[src/rtl/uart_rx_core.sv]
// uart_rx_core: 8N1 UART receiver with 2-flop input synchroniser and show-ahead receive FIFO
module uart_rx_core #(
  parameter int CLK_PER_HALF_BIT = 434,
  parameter int FIFO_AW = 2
) (
  input  logic               clk,
  input  logic               rstn,
  input  logic               rxd,
  output logic [7:0]         rdata,
  output logic               rvalid,
  input  logic               rready,
  output logic               frame_err,
  output logic               overrun,
  output logic [FIFO_AW:0]   count
);
  localparam int CW = $clog2(2 * CLK_PER_HALF_BIT);
  localparam int DEPTH = 1 << FIFO_AW;
  localparam logic [CW-1:0] HALF_END = CW'(CLK_PER_HALF_BIT - 1);
  localparam logic [CW-1:0] BIT_END = CW'(2 * CLK_PER_HALF_BIT - 1);
  typedef enum logic [2:0] {IDLE, START, DATA, STOP, BRK} state_t;
  state_t state_q, state_d;
  logic s1_q, s1_d, rxs_q, rxs_d;
  logic [CW-1:0] cnt_q, cnt_d;
  logic [2:0] idx_q, idx_d;
  logic [7:0] sh_q, sh_d;
  logic [FIFO_AW:0] wr_q, wr_d, rd_q, rd_d;
  logic [7:0] mem_q [DEPTH];
  logic [7:0] mem_d [DEPTH];
  logic frame_err_q, frame_err_d, overrun_q, overrun_d;
  logic good, pop, push, full;
  always_comb begin
    s1_d = rxd;
    rxs_d = s1_q;
    state_d = state_q;
    cnt_d = cnt_q + CW'(1);
    idx_d = idx_q;
    sh_d = sh_q;
    good = 1'b0;
    frame_err_d = 1'b0;
    case (state_q)
      IDLE: begin
        cnt_d = '0;
        state_d = rxs_q ? IDLE : START;
      end
      START: if (cnt_q == HALF_END) begin
        cnt_d = '0;
        idx_d = '0;
        state_d = rxs_q ? IDLE : DATA;
      end
      DATA: if (cnt_q == BIT_END) begin
        cnt_d = '0;
        sh_d = {rxs_q, sh_q[7:1]};
        idx_d = idx_q + 3'd1;
        state_d = (idx_q == 3'd7) ? STOP : DATA;
      end
      STOP: if (cnt_q == BIT_END) begin
        cnt_d = '0;
        good = rxs_q;
        frame_err_d = !rxs_q;
        state_d = rxs_q ? IDLE : BRK;
      end
      BRK: begin
        cnt_d = '0;
        state_d = rxs_q ? IDLE : BRK;
      end
      default: begin
        cnt_d = '0;
        state_d = IDLE;
      end
    endcase
  end
  assign count = wr_q - rd_q;
  assign rvalid = count != '0;
  assign rdata = mem_q[rd_q[FIFO_AW-1:0]];
  assign frame_err = frame_err_q;
  assign overrun = overrun_q;
  always_comb begin
    full = count == (FIFO_AW+1)'(DEPTH);
    pop = rvalid && rready;
    push = good && (!full || pop);
    overrun_d = good && full && !pop;
    wr_d = wr_q + (FIFO_AW+1)'(push);
    rd_d = rd_q + (FIFO_AW+1)'(pop);
    mem_d = mem_q;
    if (push) mem_d[wr_q[FIFO_AW-1:0]] = sh_q;
  end
  always_ff @(posedge clk or negedge rstn) begin
    if (!rstn) begin
      s1_q <= 1'b1;
      rxs_q <= 1'b1;
      state_q <= IDLE;
      cnt_q <= '0;
      idx_q <= '0;
      sh_q <= '0;
      wr_q <= '0;
      rd_q <= '0;
      mem_q <= '{default: '0};
      frame_err_q <= 1'b0;
      overrun_q <= 1'b0;
    end else begin
      s1_q <= s1_d;
      rxs_q <= rxs_d;
      state_q <= state_d;
      cnt_q <= cnt_d;
      idx_q <= idx_d;
      sh_q <= sh_d;
      wr_q <= wr_d;
      rd_q <= rd_d;
      mem_q <= mem_d;
      frame_err_q <= frame_err_d;
      overrun_q <= overrun_d;
    end
  end
endmodule

[config.mk]
export PLATFORM = sky130hd
export DESIGN_NAME = uart_rx_core
export DESIGN_NICKNAME = d
export VERILOG_FILES = /design/src/rtl/uart_rx_core.sv
export SDC_FILE = /design/constraint.sdc
export NUM_CORES = 1
export LEC_CHECK = 0
export ABC_AREA = 1
export CAP_MARGIN = 20
export CORE_MARGIN = 10
export CORE_UTILIZATION = 45
export CTS_CLUSTER_DIAMETER = 40
export DETAILED_ROUTE_END_ITERATION = 7
export PLACE_DENSITY_LB_ADDON = 0.08
export SKIP_LAST_GASP = 1
export SYNTH_ARGS = -nofsm -noshare
export SYNTH_HDL_FRONTEND = slang
export SYNTH_SLANG_ARGS = --single-unit
[constraint.sdc]
create_clock -name clk -period 2.7 [get_ports clk]
set_clock_uncertainty 0.05 [all_clocks]
set_input_delay 0.27 -clock clk [delete_from_list [all_inputs] [get_ports clk]]
set_output_delay 0.27 -clock clk [all_outputs]
set_load 0.01 [all_outputs]
==> results of run 1 <==
metrics by stage:
step	area [um^2]	hold WS, ns
after detailed placement	3590	0.297
after floorplan	3340	-0.0756
after CTS	3800	0.0955
final	3810	0.0559
after global placement	3590	0.296
after global routing	3810	0.123
placed cells by master, fill, tap and decap left out, types with 6 or more instances in the layout:
master	synthesis	final
buf_4	3	7
clkbuf_8	0	11
clkdlybuf4s50_1	0	14
dfrtp_1	64	64
ha_1	9	9
inv_1	20	19
inv_2	7	7
nand2_1	109	109
nand4_1	32	32
nor2_1	33	33
nor3_1	6	6
o21ai_0	26	26
o22ai_1	8	8
xor2_1	8	8
area by class of cell:
class	instances	area [um^2]	share of cell area
timing repair buffer	24	223	0.0585
inverter	28	109	0.0286
sequential	66	1650	0.435
multi-input combinational	267	1500	0.394
tap	99	124	0.0325
clock inverter	2	35.0	0.00920
clock buffer	14	163	0.0427
critical path: cells and delay by family (launching register included):
family                 cells  cell delay [ns]
buffers and inverters      3             1.05
flip-flops                 1             0.35
AO/OA/AOI/OAI              2             0.33
kinds of logic after synthesis:
family | after synthesis | synth area share
fa+ha+maj | 10 | 0.0397
xor+xnor | 8 | 0.0210
flops | 66 | 0.495
compound gates | 43 | 0.0696
simple gates | 206 | 0.318
buf+inv | 38 | 0.0572
per-layer routing:
metal | vias to the layer above | share of wire | track usage
li1 | 1297 | - | -
met1 | 1286 | 0.47 | 0.193
met2 | 58 | 0.46 | 0.213
met3 | 8 | 0.060 | 0.0417
met4 | 0 | 0.012 | 0.0435
met5 | - | 0 | 0
worst min-delay path by stage:
| stage | start | end | slack, ns | depth (start not counted) |
|---|---|---|---|---|
| 2_1_floorplan | rstn | cnt_q[0] | -0.08 | 0 |
| 3_3_place_gp | rxs_d | rxs_q | 0.30 | 0 |
| 3_5_place_dp | rxs_d | rxs_q | 0.30 | 0 |
| 4_1_cts | rstn | cnt_q[4] | 0.1 | 2 |
| 5_1_grt | rstn | state_q[2] | 0.12 | 2 |
| 6_report | rstn | cnt_q[4] | 0.06 | 2 |
timing repair:
| action | in CTS | in global routing |
|---|---|---|
| setup endpoints to repair | 2 | 3 |
| gates resized for setup | 0 | 3 |
| pin swaps | 0 | 1 |
| buffers inserted | 1 | 0 |
power breakdown:
| part | leakage [nW] | internal (mW) | total (mW) | switching, mW |
|---|---|---|---|---|
| combinational | 0.911 | 0.356 | 0.833 | 0.477 |
| sequential | 0.889 | 1.02 | 1.03 | 0.0178 |
| clock | 0.101 | 0.477 | 0.832 | 0.355 |
| total | 1.90 | 1.85 | 2.70 | 0.850 |
sequential cells by signal, summed over array words and instances (netlist names):
signal and cells:
mem_q 32, cnt_q 10, sh_q 8, idx_q 3
rd_q 3, state_q 3, wr_q 3, frame_err 1
overrun 1, rxs_d 1, rxs_q 1
synthesized netlist by cell type (all sizes together):
cell type and n:
inv 27, o22ai 8, clkinv 1, nor3 7, nor2 40, nand3 9
clkbuf 2, dfrtp 64, a21oi 5, fa 1, dfstp 2, nand3b 2
nand4 37, nand2 111, xor2 8, a32oi 1, buf 8, ha 9
o21ai 29
==> flow_summary.toml, run 1 <==
[outcome]
status = "completed"

[detailed_routing]
drt_drc_violations_left = 0
drt-total-wl_um = 7590
drt_iter0_markers = 130
first_pass_iters = 4
vias_per_cell = 5.30
vias = 2649
ant_nets = 0
wire_per_inst_um = 15.2

[worst_setup_path]
cp.required_ns = 2.38
endpoint = "rdata[5]"
slowest_delay_ns = 0.50
end_kind = "output pin"
r2r_start = "wr_q[0]"
r2r_end = "mem_q[2]"
critical_path_class = "reg2out"
cp-start-kind = "flop"
cp_max_fo = 18
rrSetupSlack_ns = 0.44
critPathSlowestCell = "clkdlybuf4s50_1"
startpoint = "rd_q[0]"
cp_cell_sequence = "buf_4 > clkinvlp_4 > o21ai_0 > o22ai_1 > clkdlybuf4s50_1"
reg2regPathDepth = 9
critPathArrivalTime_ns = 2.08

[layout]
diodes = 0
nFillCells = 709
drive_above_1_share = 0.130
final_cells = 500
postLayoutCoreUtil = 0.525
syn2layout_area_growth_pct = 13.8
nets = 410

[clock_network]
cts_hold_buf = 0
clk_latency_ns = 0.34
clk_pin_slew_worst_paths_ns = 0.07
root_buffer = "clkbuf_8"
cts-htree-levels = 3
clk_path_buf_depth = 2
cts.sinks = 66
cts_tree = "done"
cts_buffers = 9

[logic_synthesis]
ys_seq_area_frac = 0.495
netlist_instances = 371
avgSynthCellArea_um2 = 9.01
synthTopCellsByArea = "dfrtp_1, nand2_1, nand4_1"
ys.warnings.count = 0
syn_area_um2 = 3340
yosys.area.top_type = "dfrtp_1"
synth.top_cell.area_share = 0.479
synth_cell_types = 32
synth_nets = 385
ys_ff_latch = 66

[floorplanning]
fp-row-count = 31
chipWidth_um = 106
initial_utilization = 0.461
ios = 18
die_h_um = 106
coreArea_um2 = 7250
die-area_um2 = 11300

[placement]
numPlacedInstances = 483
gp_congestion = 0.814
pre_cts_ws_ns = 0.289
port_buffers = 17
post-dp-hpwl_um = 5050

[global_route]
grt_overflow = 0
grt_max_degree = 67
grt_pass1_vias = 2504
grt_antenna_before_repair = 0
grt.total_usage = 0.142
grt_pass1_wl_um = 12900

[sta]
fin_crit_ns = 2.40
hold_violations = 0
min_period_over_period = 0.889
tightest_slew_ns = 0.837
slew_violations = 0
rsz0062_at_grt = "false"
setup_slack_ns = 0.300
setup_tns_ns = 0
setup_viol = 0
relSlewSlack = 0.442
fmax_mhz = 417

[min_path]
hold_class = "in2async"

[power_and_ir_drop]
power_mw = 2.70
max-vdd-ir-drop_v = 0.000358
powerDensity_nw_per_um2 = 709
power.leakage_nw = 1.90

[job]
cap_violations = 0
(Power assumes the default switching activity.)
==> run 2, diff against run 1 <==
--- a/config.mk
+++ b/config.mk
@@ -11,6 +11,7 @@
 export CORE_UTILIZATION = 45
 export CTS_CLUSTER_DIAMETER = 40
 export DETAILED_ROUTE_END_ITERATION = 7
+export DONT_BUFFER_PORTS = 1
 export PLACE_DENSITY_LB_ADDON = 0.08
 export SKIP_LAST_GASP = 1
 export SYNTH_ARGS = -nofsm -noshare
==> constraint.sdc (replaced) <==
create_clock -name clk -period 2.55 [get_ports clk]
set_clock_uncertainty 0.05 [all_clocks]
set_input_delay 0.255 -clock clk [delete_from_list [all_inputs] [get_ports clk]]
set_output_delay 0.255 -clock clk [all_outputs]
set_load 0.01 [all_outputs]
==> run 2 against run 1 <==
Effect of this change:
- via count fell by 2.8%
- non-clock buffer count fell by 13
- register-to-register slack got worse by 0.23 ns
- critical path type unchanged
==> flow_summary.toml, run 2 (synthesis gave the netlist of run 1 again) <==
[outcome]
status = "completed"

[layout]
top_regs = "mem_q: 32 flops, cnt_q: 10 flops, sh_q: 8 flops"
seq_area_um2 = 1650
diodes = 0
nFillCells = 698
final_common_cell = "nand2_1"
drive_above_1_share = 0.144
largest-register = "mem_q"
final_cells = 487
mostFrequentLayoutCells = "nand2_1, dfrtp_1, nor2_1"
largest_reg_flops = 32
nets = 397
multi_input_comb_area_um2 = 1500
syn2layout_area_growth_pct = 11.3

[sta]
fin_crit_ns = 2.36
rsz0062_at_grt = "false"
min_period_over_period = 0.926
setup_viol = 0
tightest_slew_ns = 0.525
setup_tns_ns = 0
hold_violations = 0
relSlewSlack = 0.649
slew_violations = 0
fmax_mhz = 423

[power_and_ir_drop]
power.leakage_nw = 1.87
powerDensity_nw_per_um2 = 754
max-vdd-ir-drop_v = 0.000323

[worst_setup_path]
cp-start-kind = "flop"
r2r_start = "wr_q[0]"
end_kind = "output pin"
critPathArrivalTime_ns = 2.06
cp.required_ns = 2.25
reg2regPathDepth = 9
rrSetupSlack_ns = 0.21
startpoint = "wr_q[0]"
r2r_end = "wr_q[2]"
cp_max_fo = 5
critical_path_class = "reg2out"

[clock_network]
cts_buffers = 9
root_buffer = "clkbuf_8"
cts.sinks = 66
clk_latency_ns = 0.35
cts_setup_buffers = 0
cts_tree = "done"
cts-htree-levels = 3
clk_path_buf_depth = 2
clk_pin_slew_worst_paths_ns = 0.08

[floorplanning]
initial_utilization = 0.461
die-area_um2 = 11300
chipWidth_um = 106
die_h_um = 106
fp-row-count = 31
coreArea_um2 = 7250
ios = 18

[detailed_routing]
drt-total-wl_um = 7640
vias_per_cell = 5.29
drt_drc_violations_left = 0
wire_per_inst_um = 15.7
drt_iter0_markers = 168
vias = 2575
first_pass_iters = 5
ant_nets = 0

[placement]
gp_congestion = 0.732
port_buffers = 0
numPlacedInstances = 468
post-dp-hpwl_um = 5120

[global_route]
grt_antenna_before_repair = 0
grt_max_degree = 67
grt.total_usage = 0.142
grt_pass1_wl_um = 13100
grt_pass1_vias = 2544
grt_overflow = 0

[min_path]
hold_class = "in2reg"
hold_end = "rd_q[0]"
holdCritStartpoint = "rready"
hold_depth = 3

[job]
cap_violations = 0
## run 2: cell types whose count changed in the layout (fill, tap and decap cells not counted), sizes merged
cell           delta
inv               +3
dlygate4sd3       +2
dlymetal6s2s      -2
clkdlybuf4s50    -14
bufinv            +1
clkinvlp          +1
buf               +1
clkbuf            -5
## run 2: area by class of cell
class	instances	share of cell area
flip-flops and latches	66	0.445
multi-input cells	267	0.403
clock buffers	9	0.0333
well taps	99	0.0333
repair buffers	11	0.0299
inverters	28	0.0282
clock inverters	7	0.0272
## run 2: report_power, final
part | switching (mW) | internal, mW | leakage [nW]
clock | 0.447 | 0.559 | 0.106
sequential | 0.0225 | 1.07 | 0.889
combinational | 0.493 | 0.211 | 0.870
total | 0.963 | 1.84 | 1.87
## run 2: worst max path at each step
stage,cells after the start,to
2_1_floorplan,14,rd_q[2]
3_3_place_gp,12,mem_q[28]
3_5_place_dp,12,mem_q[11]
4_1_cts,12,mem_q[13]
5_1_grt,14,rd_q[2]
6_report,10,rvalid
## run 2: timing repair
action | CTS | global route
hold buffers | 3 | 0
hold endpoints to repair | 67 | 0
gates resized for setup | 0 | 2
setup endpoints to repair | 0 | 34
## run 2: metal layers
| layer | global-route usage | wire, um | up-vias |
|---|---|---|---|
| met5 | 0 | 0 | - |
| met4 | 0.0600 | 141 | 0 |
| met3 | 0.0229 | 322 | 11 |
| met2 | 0.215 | 3410 | 55 |
| met1 | 0.197 | 3760 | 1234 |
| li1 | - | - | 1275 |
## run 2: stage by stage
step	instance area (um^2)	hold slack [ns]	power, mW	setup slack, ns	utilization
final	3720	0.0807	2.81	0.187	0.513
after global routing	3720	0.125	2.97	0.0199	0.513
after CTS	3710	0.0782	2.84	0.0733	0.512
after detailed placement	3440	-0.0880	1.80	0.0988	0.475
after global placement	3440	-0.0878	1.79	0.170	0.475
after floorplan	3340	-0.0906	1.60	0.279	-
## run 2: worst max-delay path: stages, from the launching register on
cell     delay [ns]
dfrtp_1        0.42
inv_1          0.09
ha_1           0.22
fa_2           0.35
inv_1          0.06
nand2_1        0.06
nand2_1        0.07
nand2_1        0.09
nand2_1        0.10
nand3_1        0.09
buf_4          0.16
==> run 3, diff against run 2 <==
--- a/config.mk
+++ b/config.mk
@@ -5,8 +5,8 @@
 export SDC_FILE = /design/constraint.sdc
 export NUM_CORES = 1
 export LEC_CHECK = 0
-export ABC_AREA = 1
 export CAP_MARGIN = 20
+export CORE_ASPECT_RATIO = 0.8
 export CORE_MARGIN = 10
 export CORE_UTILIZATION = 45
 export CTS_CLUSTER_DIAMETER = 40
==> run 3 against run 2 <==
Effect of this change:
- die area down 5.9%
- first-iteration DRC count fell by 29%
- worst hold slack better by 0.043 ns
- maximum frequency decreased by 7.0%
- synthesized cell count down 39%
- area after synthesis fell by 7.4%
- largest power group unchanged
==> flow_summary.toml, run 3 <==
[outcome]
status = "completed"

[logic_synthesis]
ys_ff_latch = 66
syn_area_um2 = 3100
synth_commonest_cells = "dfrtp_1, mux2_2, nor2_1, inv_1, ha_1"
netlist_instances = 227
postSynth.asyncResetShare = 1.00
synthTopCellsByArea = "dfrtp_1, mux2_2, mux4_2"
ys.warnings.count = 0
synthFlopType = "dfrtp_1"
ys_seq_area_frac = 0.534
avgSynthCellArea_um2 = 13.6
synth_most_common_cell = "dfrtp_1"
synth_cell_types = 47
synth.top_cell.area_share = 0.517
synth_nets = 241
synth_edf_count = 0
yosys.area.top_type = "dfrtp_1"

[worst_setup_path]
critical_path_class = "reg2reg"
end_kind = "flop"
reg2regPathDepth = 8
critPathArrivalTime_ns = 2.71
r2r_end = "mem_q[18]"
cp_max_fo = 8
rrSetupSlack_ns = 0.01
r2r_start = "wr_q[0]"
cp.required_ns = 2.72
cp-start-kind = "flop"

[clock_network]
clk_latency_ns = 0.34
root_buffer = "clkbuf_8"
cts.sinks = 66
clk_path_buf_depth = 2
clk_pin_slew_worst_paths_ns = 0.07
cts_tree = "done"
cts_buffers = 9
cts-htree-levels = 3

[min_path]
hold_class = "in2reg"
hold_end = "overrun"
hold_depth = 2
holdCritStartpoint = "rready"

[global_route]
grt_overflow = 0
grt.total_usage = 0.124
grt_max_degree = 67
grt_pass1_wl_um = 10400
grt_antenna_before_repair = 0
grt_pass1_vias = 1967

[detailed_routing]
top_layer_used = "met4"
route.met3.wl_um = 366
vias_per_cell = 5.63
first_pass_iters = 4
drt_drc_violations_left = 0
wl_met1_um = 2980
drt-total-wl_um = 6250
drt_iter0_markers = 120
ant_nets = 0
route.met2.wl_um = 2860
wire_per_inst_um = 18.7
vias = 1887

[power_and_ir_drop]
power.leakage_nw = 1.75
combinationalPowerShare = 0.014
switching_power_mw = 0.417
p_int_mw = 1.56
max-vdd-ir-drop_v = 0.000323
swShare = 0.211
powerDensity_nw_per_um2 = 549
power_frac_seq = 0.532
power_mw = 1.98
power_frac_clock = 0.454

[layout]
fin_area_um2 = 3600
largest-register = "mem_q"
top_regs = "mem_q: 32 flops, cnt_q: 10 flops, sh_q: 8 flops"
final_cells = 335
drive_above_1_share = 0.375
largest_reg_flops = 32
nets = 260
nFillCells = 515
final_common_cell = "dfrtp_1"
seq_area_um2 = 1650
syn2layout_area_growth_pct = 16.2
multi_input_comb_area_um2 = 1390
mostFrequentLayoutCells = "dfrtp_1, mux2_2, nor2_1"
diodes = 0

[placement]
port_buffers = 0
postPlaceCellArea_um2 = 3310
gp_congestion = 0.821
post-dp-hpwl_um = 4330
pre_cts_ws_ns = -0.00808
numPlacedInstances = 313

[sta]
setup_viol = 0
fin_crit_ns = 2.54
rsz0062_at_grt = "true"
slew_violations = 0
whs_ns = 0.124
relSlewSlack = 0.651
min_period_over_period = 0.996
tightest_slew_ns = 0.520
hold_violations = 0
setup_slack_ns = 0.0109
fmax_mhz = 394

[floorplanning]
die_h_um = 94.2
chipWidth_um = 113
ios = 18
coreArea_um2 = 6540
initial_utilization = 0.474
die-area_um2 = 10600
fp-row-count = 26

[job]
cap_violations = 0
## run 3: per-stage QoR
step,TNS [ns],utilization
floorplan,-0.555,-
CTS,0,0.546
global placement,0,0.506
detailed placement,-0.00808,0.506
global route,-0.481,0.550
finish,0,0.550
## run 3: how the worst max path moves through the flow
stage	from	endpoint	slack, ns
final	wr_q[0]	mem_q[18]	0.01
after global placement	rd_q[0]	wr_q[2]	0.06
after CTS	rd_q[0]	wr_q[2]	0.003
after global routing	wr_q[0]	wr_q[2]	-0.04
after detailed placement	rd_q[0]	wr_q[2]	-0.008
after floorplan	wr_q[0]	mem_q[0]	-0.06
## run 3: per-layer routing
layer | up-vias | global-route usage
met4 | 0 | 0.0348
li1 | 868 | -
met5 | - | 0
met2 | 48 | 0.186
met1 | 966 | 0.163
met3 | 5 | 0.0492
## run 3: area by class of cell
class	instances	area share
clock inverters	4	0.0139
repair buffers	19	0.0570
well taps	84	0.0292
inverters	11	0.0115
clock buffers	12	0.0431
multi-input cells	139	0.386
flip-flops and latches	66	0.460
## run 3: cell families (layout without fill, tap and decap cells)
| kind of cell | Yosys count | count (layout) | synth area share |
|---|---|---|---|
| flops | 66 | 66 | 0.534 |
| simple gates | 54 | 54 | 0.109 |
| mux | 48 | 48 | 0.213 |
| buf+inv | 22 | 46 | 0.0295 |
| compound gates | 16 | 16 | 0.0360 |
| xor+xnor | 11 | 11 | 0.0356 |
| fa+ha+maj | 10 | 10 | 0.0428 |
## run 3: power by group through the flow
stage	clock, mW	sequential (mW)	combinational, mW
2_1_floorplan	0	1.07	0.000774
3_3_place_gp	0	1.07	0.00121
3_5_place_dp	0	1.07	0.00106
4_1_cts	0.921	1.05	0.0296
5_1_grt	0.972	1.05	0.0339
6_report	0.897	1.05	0.0285
## run 3: worst max-delay path, cell delays in order, from the launching register on
cell and delay, ns:
dfrtp_1 0.37, inv_2 0.06, ha_4 0.15, fa_1 0.51
inv_2 0.04, or4_4 0.59, nand4_2 0.16, buf_12 0.14
mux2_2 0.33
## run 3: what timing repair did
action | 4_1_cts | 5_1_grt
hold buffers | 3 | 0
gates resized for setup | 0 | 2
endpoints found under the setup margin | 2 | 30
pin swaps | 0 | 4
buffers inserted | 1 | 2
hold endpoints to repair | 67 | 0
